`src/rtl/tx_link_pkg.sv`:
```
// rtl/tx_link_pkg.sv - shared control codes, state encoding and encoder symbol type
package tx_link_pkg;

   localparam logic [7:0] K_COMMA = 8'hBC;
   localparam logic [7:0] K_SOF   = 8'hFB;
   localparam logic [7:0] K_EOF   = 8'hFD;
   localparam logic [7:0] K_FILL  = 8'hF7;

   typedef enum logic [2:0] {
      ST_SYNC,
      ST_IDLE,
      ST_SOF,
      ST_DATA,
      ST_EOF,
      ST_DROP
   } link_state_t;

   typedef struct packed {
      logic [7:0] data;
      logic       k;
   } enc_sym_t;

   function automatic enc_sym_t ctrl_sym(input logic [7:0] code);
      return '{data: code, k: 1'b1};
   endfunction

   function automatic int max_int(input int a, input int b);
      return (a > b) ? a : b;
   endfunction

endpackage

```
`src/rtl/tx_link_ctrl.sv`:
```
// rtl/tx_link_ctrl.sv - transmit sequencer feeding one symbol per clock to the 8b/10b encoder
module tx_link_ctrl
   import tx_link_pkg::*;
#(
   parameter int SYNC_LEN  = 16,
   parameter int IDLE_MIN  = 2,
   parameter int MAX_FRAME = 256
) (
   input  logic       clk,
   input  logic       rst,
   input  logic       s_valid,
   input  logic [7:0] s_data,
   input  logic       s_last,
   output logic       s_ready,
   output logic [7:0] enc_data,
   output logic       enc_k,
   output logic       link_up,
   output logic       frame_err
);

   localparam int CW = $clog2(max_int(SYNC_LEN, IDLE_MIN)) + 1;
   localparam int BW = $clog2(MAX_FRAME) + 1;
   localparam logic [CW-1:0] SYNC_LAST = CW'(SYNC_LEN - 1);
   localparam logic [CW-1:0] IDLE_LAST = CW'(IDLE_MIN - 1);
   localparam logic [BW-1:0] BYTE_LAST = BW'(MAX_FRAME - 1);

   link_state_t   state;
   logic [CW-1:0] cnt;
   logic [BW-1:0] byte_cnt;
   logic          trunc;
   enc_sym_t      sym;
   logic          xfer;

   assign s_ready  = (state == ST_DATA) || (state == ST_DROP);
   assign xfer     = s_valid && s_ready;
   assign enc_data = sym.data;
   assign enc_k    = sym.k;

   always_ff @(posedge clk) begin
      if (rst) begin
         state     <= ST_SYNC;
         cnt       <= '0;
         byte_cnt  <= '0;
         trunc     <= 1'b0;
         sym       <= ctrl_sym(K_COMMA);
         link_up   <= 1'b0;
         frame_err <= 1'b0;
      end else begin
         frame_err <= 1'b0;
         case (state)
            ST_SYNC: begin
               sym <= ctrl_sym(K_COMMA);
               if (cnt == SYNC_LAST) begin
                  state   <= ST_IDLE;
                  cnt     <= '0;
                  link_up <= 1'b1;
               end else begin
                  cnt <= cnt + CW'(1);
               end
            end
            ST_IDLE: begin
               sym <= ctrl_sym(K_COMMA);
               if (cnt != {CW{1'b1}})
                  cnt <= cnt + CW'(1);
               // The waiting byte is only a start request; DATA consumes it.
               if (s_valid && (cnt >= IDLE_LAST))
                  state <= ST_SOF;
            end
            ST_SOF: begin
               sym      <= ctrl_sym(K_SOF);
               state    <= ST_DATA;
               byte_cnt <= '0;
            end
            ST_DATA: begin
               if (xfer) begin
                  sym      <= '{data: s_data, k: 1'b0};
                  byte_cnt <= byte_cnt + BW'(1);
                  if (s_last) begin
                     state <= ST_EOF;
                     trunc <= 1'b0;
                  end else if (byte_cnt == BYTE_LAST) begin
                     state     <= ST_EOF;
                     trunc     <= 1'b1;
                     frame_err <= 1'b1;
                  end
               end else begin
                  sym <= ctrl_sym(K_FILL);
               end
            end
            ST_EOF: begin
               sym   <= ctrl_sym(K_EOF);
               cnt   <= '0;
               state <= trunc ? ST_DROP : ST_IDLE;
            end
            ST_DROP: begin
               sym <= ctrl_sym(K_COMMA);
               if (xfer && s_last) begin
                  state <= ST_IDLE;
                  cnt   <= '0;
               end
            end
            default: begin
               sym   <= ctrl_sym(K_COMMA);
               state <= ST_SYNC;
               cnt   <= '0;
            end
         endcase
      end
   end

endmodule
```
`config.mk`:
```
export PLATFORM = sky130hd
export DESIGN_NAME = tx_link_ctrl
export DESIGN_NICKNAME = d
export VERILOG_FILES = /design/src/rtl/tx_link_pkg.sv /design/src/rtl/tx_link_ctrl.sv
export SDC_FILE = /design/constraint.sdc
export NUM_CORES = 1
export LEC_CHECK = 0
export BUFFER_PORTS_ARGS = -buffer_cell sky130_fd_sc_hd__buf_2
export CELL_PAD_IN_SITES_DETAIL_PLACEMENT = 2
export CELL_PAD_IN_SITES_GLOBAL_PLACEMENT = 2
export CORE_MARGIN = 1.5
export CORE_UTILIZATION = 32
export DETAILED_ROUTE_END_ITERATION = 10
export GPL_ROUTABILITY_DRIVEN = 1
export PLACE_DENSITY_LB_ADDON = 0.08
export REMOVE_ABC_BUFFERS = 1
export SLEW_MARGIN = 20
export SYNTH_ARGS = -nofsm -noshare
export SYNTH_HDL_FRONTEND = slang
export SYNTH_SLANG_ARGS = --single-unit
```
`constraint.sdc`:
```
create_clock -name clk -period 2.1 [get_ports clk]
set_input_delay 0.315 -clock clk [delete_from_list [all_inputs] [get_ports clk]]
set_output_delay 0.315 -clock clk [all_outputs]
set_load 0.02 [all_outputs]
```
After elaboration in Yosys (flattened, before gate mapping)
Index checks and enable logic that the tools add are counted.

Magnitude comparators: 1. Multipliers: 0. Equal/unequal tests: 14. Add/sub/neg operators: 2. Shifts and indexed selects: 0. Mux-type cells: 19. Div/mod/pow operators: 0. Bitwise logic cells: 3. Reductions and logical operators: 14.

Operators by type and width (number): one-hot mux 9 bit (3 select lines) (1); 2-to-1 mux 3 bit (7); one-hot mux 5 bit (4 select lines) (1); 2-to-1 mux 9 bit (2); one-hot mux 3 bit (6 select lines) (1); one-hot mux 9 bit (2 select lines) (1); 2-to-1 mux 5 bit (3); adder 9 x 1 -> 9 bit (second input constant) (1); equality test 9 x 8 -> 1 bit (second input constant) (1); != test 2 bit (second input constant) (4); equality test 3 x 2 -> 1 bit (second input constant) (2); equality test 3 bit (second input constant) (2); AND reduction 3 bit (2); adder 5 x 1 -> 5 bit (second input constant) (1); equality test 5 x 4 -> 1 bit (second input constant) (1); greater-or-equal comparator 5 x 1 -> 1 bit (second input constant) (1); != test 5 bit (second input constant) (1); AND reduction 5 bit (1); AND reduction 2 bit (2); nonzero test 2 bit (2); OR reduction 4 bit (1); equality test 3 x 1 -> 1 bit (second input constant) (1); logical AND 1 bit (3); zero test 3 bit (1); 6 further kinds (10).

Bits in latches: 0. ROM bits: 0. Logic and storage cells: 61. Bits of input ports: 12. Output and inout bits: 12. Memories: 0. RAM bits: 0. Register bits after elaboration: 29.

Logic depth before layout (Yosys ltp)
Depth in word-level cells: 6. Gate-level depth with buffers: 8. Depth with buffers taken out: 8.

Least setup slack after synthesis
OpenSTA, ideal clock, no wires.

Path kind: register -> register. Start: register cnt[0]. End: register cnt[3]. Data required time: 2030 ps. Path slack: 348 ps. Path buffers: 0. Cell stages (with the launch flop): 8. Data arrival time: 1683 ps. Setup time: 70 ps. Period minus slack after synthesis: 1752 ps. Cell sequence: dfxtp_1 ha_1 and3_1 ha_1 a21oi_1 o22ai_2 or3_1 a21oi_1.

Longest elaborated chain between the ends: 3. Elaborated cells on any way between the ends: 8. Those cells by class: add/sub (1); eq/ne (3); mux (3); reduce/logical (1).

RTL lines: start, declared (line tx_link_ctrl.sv:28) `logic [CW-1:0] cnt;`; start signal, assigned (line tx_link_ctrl.sv:58) `cnt <= cnt + CW'(1);`; start signal, assigned (line tx_link_ctrl.sv:64) `cnt <= cnt + CW'(1);`; adder 5 x 1 -> 5 bit, or another cell as far along (line tx_link_ctrl.sv:58, tx_link_ctrl.sv:64); 2-to-1 mux 5 bit, or another cell as far along (line tx_link_ctrl.sv:63) `if (cnt != {CW{1'b1}})`; one-hot mux 5 bit (4 select lines) / AND reduction 3 bit (equally long branches).

Several ways; a longest one is shown, not always the timed one. The select of a mux whose other input is x is not followed. A chain may end at the register's enable or synchronous reset.

Final worst setup path
Same ends and word-level chain as after synthesis.

==> reports/summary.txt <==
total number of clock tree sinks: 29
internal power: 872 uW
Design Area, Final: 1650 um2
worst reg2reg path endpoint: cnt[3]$_SDFFE_PP0P_
overall fraction of global-route tracks in use: 0.187
number of violations reported at the end of detailed-routing iteration 0: 27
Fmax: 512 MHz
cell area after synthesis: 1410 um2
setup fix buffers added after clock tree synthesis: 0
count of instances resized after the clock tree is built: 0
total of fill cells in the finished design: 485
vertical extent of the die: 69.3 um
final WL: 4.04 mm
total number of H-tree levels: 2
DRC: 0
wire length of the first global-routing pass: 6.98 mm
IO Count: 24
count of nets after finishing: 205
path category of the worst min-delay check: input pin to register
post-CTS clock slew at the launch and capture registers of the worst setup and hold paths: 0.06 ns
largest fanout on the critical path: 6
library cell occupying the most area in the post-synthesis netlist: dfxtp_1
top library cells by usage in the layout, fill and taps aside: 29 x dfxtp_1, 23 x buf_2, 17 x a21oi_1
effective utilization at floorplan: 0.341
Routed wire per std cell: 17.0 um
Die W: 69.3 um
drt via density: 5.36
Max Cap Violations: 0
die area: 4800 um2
Skew-Pair Late Insertion Delay: 0.28 ns
combined area of the multi-input logic cells: 742 um2
final hold slack: 0.222 ns
prevailing post-synth register cell: dfxtp_1
P&R area growth vs syn: 17.7%
switching power share of the total: 0.222
result of the run: completed
row cnt: 23
GP Congestion: 0.769
Hold Crit Depth: 2
r2r startpoint: cnt[0]$_SDFFE_PP0P_
total negative slack for setup checks: 0 ns
number of flops mapped to enable cells by yosys: 0
sort of element at the start of the critical path: register
gate count after technology mapping: 162
fraction of power consumed by the clock network: 0.450
sequential group share of total power: 0.502
fin. max-slew vios: 0
asr flop ratio synth: 0
cell types occupying the most area after synthesis: dfxtp_1 41%, ha_1 6.2%, a21oi_1 6.1%, nor2_1 4.3%, nand3_1 2.8%
Post-DRT Antenna Nets: 0
fraction of the cycle the final worst path needs: 0.930
detailed-router iteration count before antenna repair: 4
total count of hold-check failures in the final report: 0
ratio of total power to cell area: 678 nW/um2
total placed instance area: 1550 um2
Peak supply drop: 302 uV
kind of capture point of the worst setup path: register
final core utilization: 0.402
cells on worst reg2reg path: 7
FF+latch area: 581 um2
Vias: 1270
maximum clock path buffer count: 2
worst clock skew on the final layout: 0.00315 ns
post-synthesis sequential area ratio: 0.413
buffers added on ports: 23
slack of the worst reg-to-reg path: 0.15 ns
maximum number of pins on one net before global-route repair: 20
cts bufs inserted: 5
initial antenna violation count: 0
Data required, critical path: 2.31 ns
leak pwr: 0.000610 uW
clock tree from TritonCTS: done
kind of critical path: register to register
setup repair after global routing missed its margin: false
fin crit period: 1.95 ns
top cell type's share of synthesized area: 0.413
Setup Viol. Count Final: 0
power dissipated by switching net loads: 248 uW
total grt overflow: 0
Syn. warnings: 0
vias in the first global route: 1397
most common cell after layout, fill and taps aside: dfxtp_1
Worst EP arrival: 2.16 ns
Avg Synthesized Cell Area: 8.67 um2
max_slew headroom: 0.641
Comb pwr share: 0.048
Worst Tran Pin Value: 0.538 ns
clk root buf: clkbuf_8
Hold Path Origin: s_data[4]
worst hold endpoint: enc_data[4]$_SDFF_PP1_
share of layout cells above drive strength 1: 0.235
DPL Wire Length: 3.01 mm
count of inserted antenna diode cells: 0
count of different cell masters after synthesis: 43
core area: 4120 um2
cts-stage hold buffer count: 0
flop and latch count out of synthesis: 29
==> kinds of logic after synthesis <==
family,synth area share
xor gates and xnor gates,0.0187
AOI/OAI and AO/OA,0.212
DFF,0.413
adders and majority gates,0.0623
muxes,0.0142
buffers and inverters,0.0588
and+or+nand+nor,0.221
==> layout make-up <==
class / instances / share of cell area
clock buffers: 7 / 0.0582
clock inverters: 1 / 0.00303
inverters: 10 / 0.0227
multi-input cells: 115 / 0.449
flip-flops and latches: 29 / 0.351
well taps: 50 / 0.0378
repair buffers: 25 / 0.0787
==> cell usage after synthesis, drive strengths merged, types with 2 or more instances <==
cell / instances
a311oi: 3
mux2i: 2
a21oi: 17
nor2b: 2
dfxtp: 29
inv: 10
nor2: 17
o21ai: 11
xnor2: 2
nand2b: 6
a211oi: 2
clkbuf: 3
nand3: 8
nor3: 5
nor4: 4
and3: 2
buf: 5
a2111oi: 3
nand2: 10
nand3b: 2
ha: 7
==> sequential cells by signal (all words and copies together) (netlist names) <==
name	cells
enc_k	1
byte_cnt	9
cnt	5
enc_data	8
state	3
frame_err	1
trunc	1
link_up	1
==> worst max-delay path, stage by stage, from the launching register on <==
cell and delay (ns):
dfxtp_1 0.36, ha_1 0.23, and3_1 0.21, ha_1 0.20, a21oi_1 0.17, o22ai_2 0.15
or3_1 0.40, a21oi_1 0.16
==> routing by layer <==
metal,GRT usage,wire (um),up-vias
li1,-,-,623
met4,0.0719,66,0
met5,0,0,-
met1,0.216,1800,628
met3,0.0436,76,8
met2,0.332,2100,11
==> metrics by stage <==
stage / power, uW / std cells / setup slack, ns
3_3_place_gp: 624 / 229 / 0.270
5_1_grt: 1190 / 237 / 0.0348
3_5_place_dp: 629 / 229 / 0.135
4_1_cts: 1150 / 237 / 0.123
6_report: 1120 / 237 / 0.146
2_1_floorplan: 598 / 154 / 0.339
==> worst max-delay path by stage <==
stage	from	endpoint	slack, ns	cells past startpoint
floorplan	cnt[0]$_SDFFE_PP0P_	cnt[3]$_SDFFE_PP0P_	0.34	7
global placement	cnt[0]$_SDFFE_PP0P_	cnt[3]$_SDFFE_PP0P_	0.27	7
detailed placement	cnt[0]$_SDFFE_PP0P_	cnt[3]$_SDFFE_PP0P_	0.14	7
CTS	cnt[0]$_SDFFE_PP0P_	cnt[3]$_SDFFE_PP0P_	0.12	7
global route	cnt[0]$_SDFFE_PP0P_	cnt[3]$_SDFFE_PP0P_	0.03	7
finish	cnt[0]$_SDFFE_PP0P_	cnt[3]$_SDFFE_PP0P_	0.15	7
==> power by group through the flow <==
stage	sequential [uW]	clock, uW	combinational [uW]
after floorplan	573	0	25.0
after global placement	574	0	49.6
after detailed placement	575	0	54.0
after CTS	562	529	54.6
after global routing	563	563	61.9
final	563	504	53.9
(Power assumes the default switching activity.)
